**src/rtl/ram_stream_fifo_ctrl.sv**
```systemverilog
// ram_stream_fifo_ctrl: valid/ready byte FIFO built around an external 64x8 dual-port RAM,
// with a 2-entry skid buffer that hides the RAM's registered read latency.
module ram_stream_fifo_ctrl #(
   parameter int DW = 8,
   parameter int AW = 6,
   parameter int DEPTH = 64
) (
   input  logic          clk,
   input  logic          rst,
   input  logic [DW-1:0] in_data,
   input  logic          in_valid,
   output logic          in_ready,
   output logic [DW-1:0] out_data,
   output logic          out_valid,
   input  logic          out_ready,
   output logic [AW-1:0] ram_addr_a,
   output logic [DW-1:0] ram_data_a,
   output logic          ram_we_a,
   output logic [AW-1:0] ram_addr_b,
   output logic [DW-1:0] ram_data_b,
   output logic          ram_we_b,
   input  logic [DW-1:0] ram_q_b,
   output logic [AW:0]   level,
   output logic          full,
   output logic          empty
);
   logic [AW-1:0] wr_ptr, rd_ptr;
   logic [DW-1:0] buf0, buf1, head_s;
   logic [1:0]    buf_cnt, cnt_s, occ;
   logic          inflight, push, pop, issue;
   assign full = level == (AW+1)'(DEPTH);
   assign empty = level == '0;
   assign in_ready = !full;
   assign push = in_valid & in_ready;
   assign out_valid = buf_cnt != 2'd0;
   assign out_data = buf0;
   assign pop = out_valid & out_ready;
   // Issue only while the buffer plus the pending return leaves room for one more byte.
   assign occ = buf_cnt + {1'b0, inflight} - {1'b0, pop};
   assign issue = !empty & (occ < 2'd2);
   assign cnt_s = buf_cnt - {1'b0, pop};
   assign head_s = pop ? buf1 : buf0;
   assign ram_we_a = push;
   assign ram_addr_a = wr_ptr;
   assign ram_data_a = in_data;
   assign ram_addr_b = rd_ptr;
   assign ram_data_b = '0;
   assign ram_we_b = 1'b0;
   always_ff @(posedge clk) begin
      if (rst) begin
         wr_ptr <= '0;
         rd_ptr <= '0;
         level <= '0;
         inflight <= 1'b0;
         buf_cnt <= 2'd0;
         buf0 <= '0;
         buf1 <= '0;
      end else begin
         wr_ptr <= wr_ptr + AW'(push);
         rd_ptr <= rd_ptr + AW'(issue);
         level <= level + (AW+1)'(push) - (AW+1)'(issue);
         inflight <= issue;
         buf_cnt <= cnt_s + {1'b0, inflight};
         buf0 <= (inflight && cnt_s == 2'd0) ? ram_q_b : head_s;
         buf1 <= (inflight && cnt_s != 2'd0) ? ram_q_b : buf1;
      end
   end
endmodule
```
**config.mk**
```make
export PLATFORM = sky130hd
export DESIGN_NAME = ram_stream_fifo_ctrl
export DESIGN_NICKNAME = d
export VERILOG_FILES = /design/src/rtl/ram_stream_fifo_ctrl.sv
export SDC_FILE = /design/constraint.sdc
export NUM_CORES = 1
export LEC_CHECK = 0
export ABC_AREA = 1
export ABC_CLOCK_PERIOD_IN_PS = 4450
export CAP_MARGIN = 15
export CORE_ASPECT_RATIO = 1.5
export CORE_MARGIN = 2
export CORE_UTILIZATION = 49
export DETAILED_ROUTE_END_ITERATION = 16
export PLACE_DENSITY = 0.85
export SLEW_MARGIN = 20
export SYNTH_ARGS = -nofsm -noshare
export SYNTH_HDL_FRONTEND = slang
export SYNTH_SLANG_ARGS = --single-unit
```
**constraint.sdc**
```tcl
create_clock -name clk -period 4.45 [get_ports clk]
set_clock_uncertainty 0.2 [all_clocks]
set_input_delay 0.445 -clock clk [delete_from_list [all_inputs] [get_ports clk]]
set_output_delay 0.445 -clock clk [all_outputs]
set_load 0.05 [all_outputs]
```
# == Word-level counts from Yosys, hierarchy flattened ==
# Cells that the tools add are included.
# op_classes
n_reduce_logical,9
mux,2
addsub,8
eq_ne,1
n_lt_le_gt_ge,1
n_bitwise,3
# ops
op,count
8-bit two-way mux,2
6-bit by 1-bit adder with 6-bit output,2
7-bit by 1-bit adder with 7-bit output,1
7-bit == test (second input constant),1
7-bit logical NOT,1
7-bit by 1-bit subtractor with 7-bit output,1
2-bit nonzero test,3
2-bit by 1-bit adder with 2-bit output,2
2-bit by 1-bit subtractor with 2-bit output,2
1-bit AND,3
1-bit logical AND,2
1-bit logical NOT,2
2-bit logical NOT,1
2-bit less-than comparator (second input constant),1
# word_totals
out_inout_bits,49
register_bits,38
elab_cells,31
input_bits,20

# == Logic depth before layout (Yosys ltp) ==
# Gate-level depths: netlist of run 1.
# depth
ltp_word,6
mapped_depth,20
mapped_depth_nobuf,20

# == Worst setup path before layout of run 1 ==
# Ideal clock, no wire load.
# synth_timing
path_type,flip-flop to flip-flop
startpoint,register level[2]
endpoint,register level[6]
required_time_ns,4.186
path_slack_ns,0.787
t_arrival_ns,3.399
stages_incl_launch_ff,19
path_buffers,0
synth_period_minus_slack_ns,3.663
setup_time_ns,0.064
cell_sequence,dfxtp_1 inv_1 ha_1 nand2_1 nor2_1 nand2_1 nor2_1 inv_1 nand2_1 inv_1 ha_1 inv_1 fa_1 inv_1 nand3_1 nand3_1 nand2_1 inv_1 nor2_1
# synth_between
elab_chain_cells,5
word_cells_on_any_way,8
classes_between,add/sub (2); eq/ne (1); bitwise (2); reduce/logical (3)
# synth_rtl
item,line_no,source
start: declaration,23,"output logic [AW:0] level,"
start signal: assignment,61,level <= level + (AW+1)'(push) - (AW+1)'(issue);
7-bit == test,31,assign full = level == (AW+1)'(DEPTH);
net full,24,"output logic full,"
1-bit logical NOT,33,assign in_ready = !full;
net in_ready,12,"output logic in_ready,"
1-bit AND,34,assign push = in_valid & in_ready;
net ram_we_a,18,"output logic ram_we_a,"
7-bit by 1-bit adder with 7-bit output,61,
7-bit by 1-bit subtractor with 7-bit output,61,
# The timed path passes the listed nets, and every way through them passes these cells.
# A chain may end at the register's enable or synchronous reset.

# == Final worst setup path of run 1 ==
# layout_timing
startpoint,input out_ready
endpoint,register level[6]
# layout_between
elab_chain_cells,5
# layout_rtl
item,line_no,source
start: declaration,15,"input logic out_ready,"
1-bit AND,37,assign pop = out_valid & out_ready;
2-bit by 1-bit subtractor with 2-bit output,39,"assign occ = buf_cnt + {1'b0, inflight} - {1'b0, pop};"
2-bit less-than comparator,40,assign issue = !empty & (occ < 2'd2);
1-bit AND,40,
net issue,30,"logic inflight, push, pop, issue;"
7-bit by 1-bit subtractor with 7-bit output,61,
# The timed path passes the listed nets, and every way through them passes these cells.

==> results of run 1 <==
-- Yosys cell counts --
library cell,number
a21oi_1,10
a31oi_1,1
buf_1,1
buf_4,17
buf_6,1
clkbuf_1,1
clkbuf_8,1
clkinv_2,1
conb_1,1
dfxtp_1,38
fa_1,1
ha_1,16
inv_1,40
inv_2,2
inv_6,1
nand2_1,49
nand2_2,4
nand2_4,3
nand3_1,14
nand3_2,2
nand3_4,1
nand4_1,2
nor2_1,53
nor2_2,2
nor3_1,4
o21ai_0,14
xnor2_1,2
xor2_1,2
-- stage by stage --
step | worst slack, ns | power, W | cell area, um2 | utilization [%] | instances
CTS | 1.33 | 0.00226 | 2570 | 62.2 | 368
finish | 1.35 | 0.00224 | 2570 | 62.2 | 368
floorplan | 0.787 | 0.00159 | 2100 | - | 292
detailed placement | 1.06 | 0.00188 | 2430 | 58.7 | 360
global route | 1.07 | 0.00244 | 2570 | 62.2 | 368
global placement | 1.12 | 0.00185 | 2430 | 58.7 | 360
-- cell families after synthesis --
group,Yosys count,synth area share (%)
xor gates and xnor gates,4,1.69
DFF,38,36.7
buffers and inverters,65,16.0
and+or+nand+nor,134,28.7
adders and majority gates,17,10.6
AOI/OAI and AO/OA,25,6.10
other,1,0.181
-- how the worst max path moves through the flow --
stage	to	slack, ns
floorplan	level[6]$_SDFF_PP0_	0.79
global placement	level[6]$_SDFF_PP0_	1.12
detailed placement	level[6]$_SDFF_PP0_	1.06
CTS	level[6]$_SDFF_PP0_	1.33
global route	level[6]$_SDFF_PP0_	1.07
finish	level[6]$_SDFF_PP0_	1.35
-- placed cells by master (no fill, tap or decap), types with 9 or more instances in the layout --
master,count
nand3_1,14
dfxtp_1,38
a21oi_1,10
conb_1,9
nor2_1,53
nand2_1,49
ha_1,16
inv_1,40
o21ai_0,14
clkdlybuf4s50_1,43
-- power breakdown --
group | leakage (nW) | total (W) | internal (W) | switching [W]
sequential | 0.312 | 0.000554 | 0.000465 | 0.0000890
combinational | 0.848 | 0.00132 | 0.000457 | 0.000867
clock | 0.0714 | 0.000365 | 0.000239 | 0.000126
-- critical path: stages --
cell and delay (ns):
clkdlybuf4s50_1 0.44, nand2_4 0.15, inv_6 0.07, ha_1 0.19, xnor2_1 0.18, nand3_1 0.09
nand2_1 0.08, nor2_1 0.06, ha_1 0.27, inv_1 0.05, ha_1 0.18, inv_1 0.06
fa_1 0.39, inv_1 0.09, nand3_1 0.09, nand3_1 0.09, nand2_1 0.06, inv_1 0.05
nor2_1 0.04
-- per-layer routing --
metal	part of all wire, %	up-vias	global-route usage, %
li1	-	919	-
met1	39	796	18.7
met2	53	56	34.4
met3	7.9	3	6.67
met4	0.66	0	4.23
met5	0	-	0
-- flip-flops by register name, indices dropped and copies added, names as in the netlist --
signal      cells
buf1            8
out_data        8
level           7
ram_addr_a      6
ram_addr_b      6
buf_cnt         2
inflight        1
-- layout make-up --
cell class                      count  area (um2)  share of cell area, %
Inverter                           44         171                   6.66
Clock inverter                      2        60.1                   2.33
Clock buffer                        6        82.6                   3.21
Timing Repair Buffer               43         430                   16.7
Sequential cell                    38         761                   29.6
Tap cell                           46        57.6                   2.24
Multi-Input combinational cell    189        1010                   39.3
==> impl_metrics.env, run 1 <==
export IMPL_outcome="complete, no violations"
export IMPL_tightest_slew_ns=0.662
export IMPL_final_nets=358
export IMPL_drcViolationCount=0
export IMPL_cts_root_buf="clkbuf_8"
export IMPL_dp_hpwl_um=3030
export IMPL_slew_headroom_pct=55.8
export IMPL_core_area_mm2=0.00414
export IMPL_die_h_um=83.6
export IMPL_first_pass_iters=4
export IMPL_synth_top_area_share_pct=36.7
export IMPL_rows=29
export IMPL_r2r_end="level[6]$_SDFF_PP0_"
export IMPL_ys_warn_count=0
export IMPL_routed_wl_um=4070
export IMPL_clock_sinks=38
export IMPL_hold_class="flip-flop to flip-flop"
export IMPL_cts_hold_buf=0
export IMPL_ant_nets=0
export IMPL_hold_path_depth=2
export IMPL_synthToLayoutAreaGrowth_pct=24.2
export IMPL_p_leak_nw=1.23
export IMPL_post_cts_buffers=0
export IMPL_synth_cell_types=28
export IMPL_die_area_mm2=0.00478
export IMPL_cp_required_ns=4.44
export IMPL_power_density_mw_per_mm2=872
export IMPL_clock_path_buffers=2
export IMPL_ys_seq_area_share_pct=36.7
export IMPL_clk_pin_slew_worst_paths_ns=0.08
export IMPL_fp_dieW_um=57.1
export IMPL_grt_setup_unrepaired="no"
export IMPL_cp_startpoint="out_ready"
export IMPL_min_delay_start="buf1[1]$_SDFFE_PP0P_"
export IMPL_syn_area_mm2=0.00207
export IMPL_syn_instance_count=284
export IMPL_layout_worst_path_cycle_share_pct=69.6
export IMPL_post_route_min_period_ns=3.10
export IMPL_grt_max_degree=26
export IMPL_min_to="buf1[1]$_SDFFE_PP0P_"
export IMPL_whs_ns=0.289
export IMPL_ir_worst_vdd_mv=0.577
export IMPL_wl_per_cell_um=11.1
export IMPL_grt_pass1_vias=1698
export IMPL_insertedDiodeCount=0
export IMPL_grt_usage_pct=18.3
export IMPL_drive_gt1_share_pct=7.45
export IMPL_drv_cap=0
export IMPL_path_class="input pin to flip-flop"
export IMPL_ioPinCount=69
export IMPL_initial_core_util_pct=50.1
export IMPL_grt_remaining_overflow=0
export IMPL_ys_top_cells_by_area="dfxtp_1, ha_1, nor2_1"
export IMPL_timing_fmax_ghz=0.323
export IMPL_nFillCells=360
export IMPL_r2r_start="buf_cnt[1]$_SDFF_PP0_"
export IMPL_ys_ff_latch=38
export IMPL_via_per_inst=4.82
export IMPL_fin_setup_tns_ns=0
export IMPL_slew_violations=0
export IMPL_crit_path_end_kind="flip-flop"
export IMPL_synth_top_cell_by_area="dfxtp_1"
export IMPL_hold_viol=0
export IMPL_htreeDepth=2
export IMPL_cts_tree="yes"
export IMPL_vias=1774
export IMPL_setup_viol=0
export IMPL_worstPathArrival_ns=3.09
export IMPL_cts_resized=0
export IMPL_drt_iter0_drc=44
export IMPL_grt_pass1_wl_um=7090
export IMPL_startpoint_type="input pin"
export IMPL_clkLatencyLatePin_ns=0.30
export IMPL_io_buffers=43
export IMPL_place_gp_congestion=0.762
export IMPL_crit_fanout=10
export IMPL_avgSynthCellArea_um2=7.30
export IMPL_r2r_slack_ns=1.47
export IMPL_grt_antenna_before_repair=0
export IMPL_cts_buffers=5
export IMPL_worstRegToRegCells=20
Power figures use the tool's default switching activity.
==> inputs of run 2 (changes only) <==
--- a/config.mk
+++ b/config.mk
@@ -6,13 +6,13 @@
 export NUM_CORES = 1
 export LEC_CHECK = 0
 export ABC_AREA = 1
-export ABC_CLOCK_PERIOD_IN_PS = 4450
+export ABC_CLOCK_PERIOD_IN_PS = 2700
 export CAP_MARGIN = 15
 export CORE_ASPECT_RATIO = 1.5
 export CORE_MARGIN = 2
-export CORE_UTILIZATION = 49
+export CORE_UTILIZATION = 41
 export DETAILED_ROUTE_END_ITERATION = 16
-export PLACE_DENSITY = 0.85
+export PLACE_DENSITY = 0.76
 export SLEW_MARGIN = 20
 export SYNTH_ARGS = -nofsm -noshare
 export SYNTH_HDL_FRONTEND = slang
==> constraint.sdc (replaced) <==
create_clock -name clk -period 2.7 [get_ports clk]
set_clock_uncertainty 0.2 [all_clocks]
set_input_delay 0.27 -clock clk [delete_from_list [all_inputs] [get_ports clk]]
set_output_delay 0.27 -clock clk [all_outputs]
set_load 0.05 [all_outputs]
==> run 2 against run 1 <==
Effect of this change: power rose by 72%; setup slack got worse by 1.3 ns; sequential power rose by 63%; clock power rose by 12%; sequential share of layout area fell by 1.6 points; highest routed layer unchanged.
==> impl_metrics.env, run 2 (same netlist as run 1, synthesis figures left out) <==
export IMPL_slowest_delay_ns=0.45
export IMPL_dp_hpwl_um=3120
export IMPL_hold_viol=0
export IMPL_ioPinCount=69
export IMPL_cp_required_ns=2.68
export IMPL_synthToLayoutAreaGrowth_pct=33.7
export IMPL_path_buf_inv=5
export IMPL_fin_area_mm2=0.00277
export IMPL_grt_setup_unrepaired="yes"
export IMPL_cts_buffers=5
export IMPL_r2r_end="level[4]$_SDFF_PP0_"
export IMPL_clk_pin_slew_worst_paths_ns=0.08
export IMPL_initial_core_util_pct=42.7
export IMPL_hold_path_depth=2
export IMPL_insertedDiodeCount=0
export IMPL_drcViolationCount=0
export IMPL_via_per_inst=4.54
export IMPL_htreeDepth=2
export IMPL_final_cells=403
export IMPL_place_area_mm2=0.00257
export IMPL_hold_class="flip-flop to flip-flop"
export IMPL_drt_iter0_drc=99
export IMPL_slew_violations=0
export IMPL_setup_slack_ns=0.0412
export IMPL_ir_worst_vdd_mv=0.718
export IMPL_clock_path_buffers=2
export IMPL_crit_fanout=3
export IMPL_crit_top_cell="inv_2"
export IMPL_grt_remaining_overflow=0
export IMPL_worstRegToRegCells=20
export IMPL_die_h_um=91.1
export IMPL_routed_wl_um=4240
export IMPL_r2r_start="buf_cnt[0]$_SDFF_PP0_"
export IMPL_fp_dieW_um=62.0
export IMPL_cp_top_family="adder cells"
export IMPL_crit_path_end_kind="flip-flop"
export IMPL_tightest_slew_ns=0.721
export IMPL_grt_usage_pct=15.7
export IMPL_drv_cap=0
export IMPL_final_common_cell="nor2_1"
export IMPL_setup_viol=0
export IMPL_core_area_mm2=0.00485
export IMPL_min_to="buf1[1]$_SDFFE_PP0P_"
export IMPL_register_area_um2=774
export IMPL_cts_tree="yes"
export IMPL_rows=31
export IMPL_ant_nets=0
export IMPL_dp_cells=389
export IMPL_layout_worst_path_cycle_share_pct=98.5
export IMPL_grt_antenna_before_repair=0
export IMPL_min_delay_start="buf1[1]$_SDFFE_PP0P_"
export IMPL_layout_common_cells="nor2_1, nand2_1, clkdlybuf4s50_1"
export IMPL_timing_fmax_ghz=0.376
export IMPL_power_density_mw_per_mm2=1390
export IMPL_io_buffers=43
export IMPL_r2r_slack_ns=0.05
export IMPL_cp_cell_sequence="clkdlybuf4s50_1, nand2_4, inv_6, ha_4, xnor2_4, nand3_2, nand2_2, nor2_2, ha_1, inv_2, ha_4, inv_2, fa_2, inv_2, nand2_2, nand3_2, nand2_1, nand2_1, nor2_1"
export IMPL_outcome="complete, no violations"
export IMPL_grt_pass1_wl_um=6790
export IMPL_place_gp_congestion=0.825
export IMPL_nFillCells=463
export IMPL_cpMaxStageDelayCell="clkdlybuf4s50_1"
export IMPL_first_pass_iters=6
export IMPL_dpl_worst_slack_ns=-0.360
export IMPL_slew_headroom_pct=51.9
export IMPL_startpoint_type="input pin"
export IMPL_vias=1828
export IMPL_grt_max_degree=26
export IMPL_cts_root_buf="clkbuf_8"
export IMPL_grt_pass1_vias=1691
export IMPL_worstPathArrival_ns=2.64
export IMPL_p_leak_nw=1.28
export IMPL_die_area_mm2=0.00565
export IMPL_post_route_min_period_ns=2.66
export IMPL_clock_sinks=38
export IMPL_drive_gt1_share_pct=19.6
export IMPL_multi_input_area_mm2=0.00110
export IMPL_clkLatencyLatePin_ns=0.29
export IMPL_final_nets=373
export IMPL_path_class="input pin to flip-flop"
export IMPL_wl_per_cell_um=10.5
## run 2: cell count changes in the layout (fill, tap and decap cells not counted), sizes merged
cell,change
bufinv,-2
dlygate4sd2,+1
clkdlybuf4s50,-1
buf,+15
clkinvlp,+3
inv,-2
clkinv,+1
## run 2: area by class of cell
| type | instances | share of cell area, % |
|---|---|---|
| Multi-Input combinational cell | 189 | 39.6 |
| Inverter | 44 | 6.46 |
| Tap cell | 66 | 2.98 |
| Clock inverter | 2 | 0.452 |
| Timing Repair Buffer | 58 | 19.6 |
| Clock buffer | 6 | 2.98 |
| Sequential cell | 38 | 28.0 |
## run 2: repair_timing
| item | 4_1_cts | 5_1_grt |
|---|---|---|
| buffers inserted | 2 | 4 |
| pin swaps | 7 | 10 |
| gates resized for setup | 9 | 7 |
| setup endpoints to repair | 3 | 4 |
| hold buffers | 0 | 0 |
## run 2: report_power, final
part	internal, W	switching (W)	total [W]
clock network	0.000205	0.000203	0.000409
logic	0.000976	0.00157	0.00254
registers	0.000780	0.000121	0.000901
## run 2: routing by layer
layer / vias to the layer above / track usage (%) / part of all wire (%)
met5: - / 0 / 0
met4: 0 / 7.62 / 2.1
met3: 10 / 3.13 / 4.2
met2: 46 / 29.2 / 54
met1: 818 / 15.2 / 39
li1: 954 / - / -
## run 2: how the worst max path moves through the flow
stage,start,to,slack [ns],depth (start not counted)
after floorplan,level[2]$_SDFF_PP0_,level[6]$_SDFF_PP0_,-0.43,18
after global placement,out_ready,level[6]$_SDFF_PP0_,-0.28,19
after detailed placement,out_ready,level[6]$_SDFF_PP0_,-0.36,19
after CTS,buf_cnt[0]$_SDFF_PP0_,level[6]$_SDFF_PP0_,-0.02,20
after global routing,buf_cnt[0]$_SDFF_PP0_,level[4]$_SDFF_PP0_,-0.15,20
final,out_ready,level[4]$_SDFF_PP0_,0.04,19
## run 2: worst min-delay path, delay by kind of cell, from the launching register on
kind	cells	cell delay, ns
DFF	1	0.33
and+or+nand+nor	2	0.13
## run 2: per-stage QoR
step / setup TNS (ns) / utilization [%] / hold WS (ns) / total power [W]
2_1_floorplan: -3.33 / - / 0.148 / 0.00268
3_3_place_gp: -0.881 / 52.9 / 0.265 / 0.00322
3_5_place_dp: -1.29 / 52.9 / 0.271 / 0.00327
4_1_cts: -0.0208 / 55.9 / 0.290 / 0.00377
5_1_grt: -0.297 / 57.1 / 0.319 / 0.00421
6_report: 0 / 57.1 / 0.286 / 0.00385
